===== src/rtl/bip_sequencer.sv =====
// BIP accumulator processor control sequencer.
// Fetch/decode/dispatch FSM owning PC, IR and a saturating run-cycle counter.
module bip_sequencer #(
  parameter int NB_OPCODE  = 5,
  parameter int NB_OPERAND = 11,
  parameter int NB_INSTR   = 16,
  parameter int NB_ADDR    = 11,
  parameter int NB_COUNT   = 32
) (
  input  logic                  i_clock,
  input  logic                  i_reset,
  input  logic                  i_start,
  input  logic [NB_INSTR-1:0]   i_pm_data,
  input  logic                  i_wr_pc,
  input  logic                  i_rd_ram,
  output logic [NB_ADDR-1:0]    o_pm_addr,
  output logic                  o_pm_en,
  output logic [NB_OPCODE-1:0]  o_opcode,
  output logic [NB_OPERAND-1:0] o_operand,
  output logic                  o_ram_rd_en,
  output logic                  o_exec,
  output logic                  o_busy,
  output logic                  o_done,
  output logic [NB_COUNT-1:0]   o_cycle_count
);

  typedef enum logic [2:0] {
    S_IDLE,
    S_FETCH,
    S_DECODE,
    S_DISPATCH,
    S_MEMWAIT,
    S_HALT
  } state_t;

  state_t state;
  state_t state_nx;

  logic [NB_ADDR-1:0]  pc;
  logic [NB_INSTR-1:0] ir;
  logic [NB_COUNT-1:0] cnt;

  logic op_zero;
  logic start_ok;
  logic exec;
  logic rd_en;
  logic busy;

  assign op_zero = (ir[NB_INSTR-1 -: NB_OPCODE] == '0);

  always_comb begin
    state_nx = state;
    start_ok = 1'b0;
    exec     = 1'b0;
    rd_en    = 1'b0;
    unique case (state)
      S_IDLE, S_HALT: begin
        if (i_start) begin
          start_ok = 1'b1;
          state_nx = S_FETCH;
        end
      end
      S_FETCH:  state_nx = S_DECODE;
      S_DECODE: state_nx = S_DISPATCH;
      S_DISPATCH: begin
        if (op_zero) begin
          state_nx = S_HALT;
        end else if (i_rd_ram) begin
          rd_en    = 1'b1;
          state_nx = S_MEMWAIT;
        end else begin
          exec     = 1'b1;
          state_nx = S_FETCH;
        end
      end
      S_MEMWAIT: begin
        exec     = 1'b1;
        state_nx = S_FETCH;
      end
      default: state_nx = S_IDLE;
    endcase
  end

  assign busy = (state == S_FETCH) || (state == S_DECODE) ||
                (state == S_DISPATCH) || (state == S_MEMWAIT);

  always_ff @(posedge i_clock or negedge i_reset) begin
    if (!i_reset) begin
      state <= S_IDLE;
      pc    <= '0;
      ir    <= '0;
      cnt   <= '0;
    end else begin
      state <= state_nx;
      if (state == S_DECODE) ir <= i_pm_data;
      if (start_ok) begin
        pc  <= '0;
        cnt <= '0;
      end else begin
        // PC commits only on the edge that closes the exec cycle
        if (exec && i_wr_pc) pc <= pc + NB_ADDR'(1);
        if (busy && (cnt != '1)) cnt <= cnt + NB_COUNT'(1);
      end
    end
  end

  assign o_pm_addr     = pc;
  assign o_pm_en       = (state == S_FETCH);
  assign o_opcode      = ir[NB_INSTR-1 -: NB_OPCODE];
  assign o_operand     = ir[NB_OPERAND-1:0];
  assign o_ram_rd_en   = rd_en;
  assign o_exec        = exec;
  assign o_busy        = busy;
  assign o_done        = (state == S_HALT);
  assign o_cycle_count = cnt;

endmodule


===== config.mk =====
export PLATFORM = sky130hd
export DESIGN_NAME = bip_sequencer
export DESIGN_NICKNAME = d
export VERILOG_FILES = /design/src/rtl/bip_sequencer.sv
export SDC_FILE = /design/constraint.sdc
export NUM_CORES = 1
export LEC_CHECK = 0
export BUFFER_PORTS_ARGS = -buffer_cell sky130_fd_sc_hd__clkbuf_2
export CORE_MARGIN = 2
export CORE_UTILIZATION = 40
export DETAILED_ROUTE_END_ITERATION = 10
export PLACE_DENSITY = 0.67
export SYNTH_ARGS = -nofsm -noshare
export SYNTH_HDL_FRONTEND = slang
export SYNTH_SLANG_ARGS = --single-unit

===== constraint.sdc =====
create_clock -name i_clock -period 3.8 [get_ports i_clock]
set_clock_uncertainty 0.1 [all_clocks]
set_input_delay 0.19 -clock i_clock [delete_from_list [all_inputs] [get_ports i_clock]]
set_output_delay 0.19 -clock i_clock [all_outputs]
set_load 0.1 [all_outputs]

==> impl_metrics.tcl <==
set metrics [dict create \
    portBuffers 84 \
    cts_tree "done" \
    synthDistinctLibCells 50 \
    path_max_fanout 4 \
    rsz0062_at_grt "no" \
    rrSetupSlack_ns 1.38 \
    ant_nets 0 \
    mostFrequentLayoutCells "clkbuf_2 (84), dfrtp_1 (62), nand2_1 (26)" \
    layout-drive-gt1-share_pct 31.85 \
    via_per_inst 5.581 \
    grt_usage_pct 18.92 \
    synth_nets 345 \
    postLayoutCellArea_sq_um 4145 \
    dr.pass1.iters 4 \
    worstMarginPinSlew_ns 1.187 \
    crit_type "register to primary output" \
    initial_core_util_pct 40.49 \
    layout_commonest_cell "clkbuf_2" \
    cts_made_buffers 9 \
    cts_root_buffer "clkbuf_8" \
    crit_path_start_kind "register" \
    gp_congestion 0.8982 \
    hpwl_mm 5.641 \
    clkLatencyLatePin_ns 0.33 \
    postCtsHoldBufs 17 \
    cts_resized 0 \
    r2r_start "o_cycle_count[0]" \
    syn-instance-count 322 \
    cap_violations 0 \
    power_uw 3380 \
    placed_area_sq_um 3752 \
    die_h_um 94.51 \
    avgSynthCellArea_sq_um 10.18 \
    hold_path_startpoint "i_wr_pc" \
    ys_seq_area_share_pct 47.35 \
    antenna_found_initial 0 \
    p_leak_uw 0.001841 \
    fill_cells 783 \
    timing.final.crit_share_pct 64.66 \
    routed_wl_mm 8.019 \
    power.density_nw_per_um2 815.5 \
    cts.sinks 62 \
    grt_pass1_vias 2797 \
    finalSetupViolCount 0 \
    cts_buffer_depth 2 \
    drc 0 \
    drv_slew 0 \
    cp.arrival_ns 2.17 \
    area_growth_syn_to_layout_pct 26.50 \
    yosys_warnings 0 \
    grt-ovfl-total 0 \
    post-route-min-period_ns 2.457 \
    htree_num_levels 3 \
    hold_class "input pin to register" \
    drtIter0Drc 95 \
    n_antenna_cell 0 \
    wire_per_inst_um 15.07 \
    finalHoldViolCount 0 \
    io_pins 85 \
    reg2reg_depth 6 \
    path_clk_slew_ns 0.07 \
    vias 2969 \
    min_delay_path_depth 4 \
    die_x_um 94.51 \
    timing.setup.tns_ns 0 \
    timing.fmax_mhz 407.0 \
    outcome "finished clean" \
    min_to "o_pm_addr[4]" \
    reg2reg_to "o_cycle_count[5]" \
    num_rows 33 \
    crit_path_end_kind "primary output" \
    ir_worst_vdd_uv 886.8 \
    grt_pass1_wl_mm 13.19 \
    grt_start_max_net_pins 36 \
    relSlewSlack_pct 20.43 \
    postCtsSetupRepairBufs 0 \
    core_sq_um 8093 \
    synth-seq-cells 62 \
    hold_ws_ns 0.1551 \
    synthesis.area_sq_um 3277 \
    dieArea_sq_um 8932 \
    critPathRequiredTime_ns 3.51 \
    finalNetCount 446 \
]
[worst max-delay path, cell delays in order, from the launching register on]
cell	delay, ns
dfrtp_1	0.39
or4_1	0.56
o21a_1	0.23
or2_2	0.28
clkbuf_2	0.37
[layer usage]
layer | vias up | global-route usage [%] | wire, um | share of wire (%)
li1 | 1417 | - | - | -
met1 | 1457 | 23.42 | 3540 | 44
met2 | 83 | 31.19 | 3864 | 48
met3 | 12 | 6.225 | 471 | 5.9
met4 | 0 | 6.401 | 142 | 1.8
met5 | - | 0 | 0 | 0
[power breakdown]
group / switching (uW) / total [uW] / internal, uW
sequential: 153 / 954 / 801
clock: 249 / 651 / 402
combinational: 1450 / 1780 / 327
total: 1850 / 3380 / 1530
[cells in the mapped netlist (all sizes together)]
| cell type | n | share of area [%] |
|---|---|---|
| o211ai | 4 | 0.92 |
| dfrtp | 62 | 47 |
| o41ai | 1 | 0.27 |
| nand4 | 12 | 3.2 |
| o21ai | 17 | 2.9 |
| clkbuf | 5 | 0.57 |
| mux2i | 3 | 0.92 |
| nand3 | 21 | 3.2 |
| o31ai | 12 | 2.7 |
| xnor2 | 9 | 2.4 |
| a21o | 1 | 0.23 |
| a31oi | 3 | 0.57 |
| and2 | 5 | 1.0 |
| a311oi | 3 | 0.80 |
| nand2b | 2 | 0.38 |
| a211o | 1 | 0.27 |
| o311ai | 1 | 0.27 |
| o21a | 3 | 0.69 |
| a211oi | 2 | 0.46 |
| nor4 | 6 | 2.0 |
| nor3b | 1 | 0.23 |
| nand2 | 26 | 3.0 |
| xor2 | 2 | 0.53 |
| or2 | 2 | 0.38 |
| a31o | 3 | 0.80 |
| inv | 6 | 0.69 |
| ha | 2 | 0.76 |
| buf | 8 | 2.2 |
| a21oi | 23 | 3.5 |
| or3 | 9 | 1.8 |
| nor2 | 19 | 2.2 |
| and3 | 8 | 1.6 |
| mux2 | 16 | 5.5 |
| nor4bb | 1 | 0.31 |
| nor3 | 7 | 1.2 |
| or4 | 11 | 2.5 |
| and4 | 5 | 1.6 |
[metrics by stage]
step	setup slack (ns)	utilization, %	std cells
global route	1.111	51.22	532
detailed placement	1.430	46.37	500
finish	1.343	51.22	532
CTS	1.313	51.22	532
global placement	1.509	46.37	500
floorplan	0.1633	-	322
[cell families after synthesis]
| group | Yosys count | share of synthesized area (%) |
|---|---|---|
| adder cells (fa/ha/maj) | 2 | 0.7635 |
| multiplexers | 19 | 6.415 |
| buffers and inverters | 19 | 3.474 |
| AND/OR/NAND/NOR | 135 | 24.59 |
| AO/OA/AOI/OAI | 74 | 14.47 |
| flip-flops | 62 | 47.35 |
| XOR/XNOR | 11 | 2.940 |
[worst max path at each step]
| stage | end | slack, ns | cells past startpoint | start |
|---|---|---|---|---|
| 3_3_place_gp | o_cycle_count[5] | 1.51 | 6 | o_cycle_count[0] |
| 2_1_floorplan | o_ram_rd_en | 0.16 | 3 | ir[11] |
| 4_1_cts | o_exec | 1.31 | 4 | ir[11] |
| 3_5_place_dp | o_cycle_count[5] | 1.43 | 6 | o_cycle_count[0] |
| 5_1_grt | o_cycle_count[5] | 1.11 | 6 | o_cycle_count[0] |
| 6_report | o_exec | 1.34 | 4 | ir[11] |
[registers in the layout, summed over array words and instances, names as in the netlist]
register,cells
ir,16
o_cycle_count,32
o_pm_addr,11
state,3
[layout make-up]
class	count	area (sq um)	share of cell area, %
clock inverter	3	67.56	1.630
sequential	62	1551	37.43
inverter	6	22.52	0.5433
multi-input combinational	241	1612	38.88
tap	105	131.4	3.169
clock buffer	12	155.1	3.743
timing repair buffer	103	605.6	14.61
Note: power is estimated with default switching activity, not from simulation.
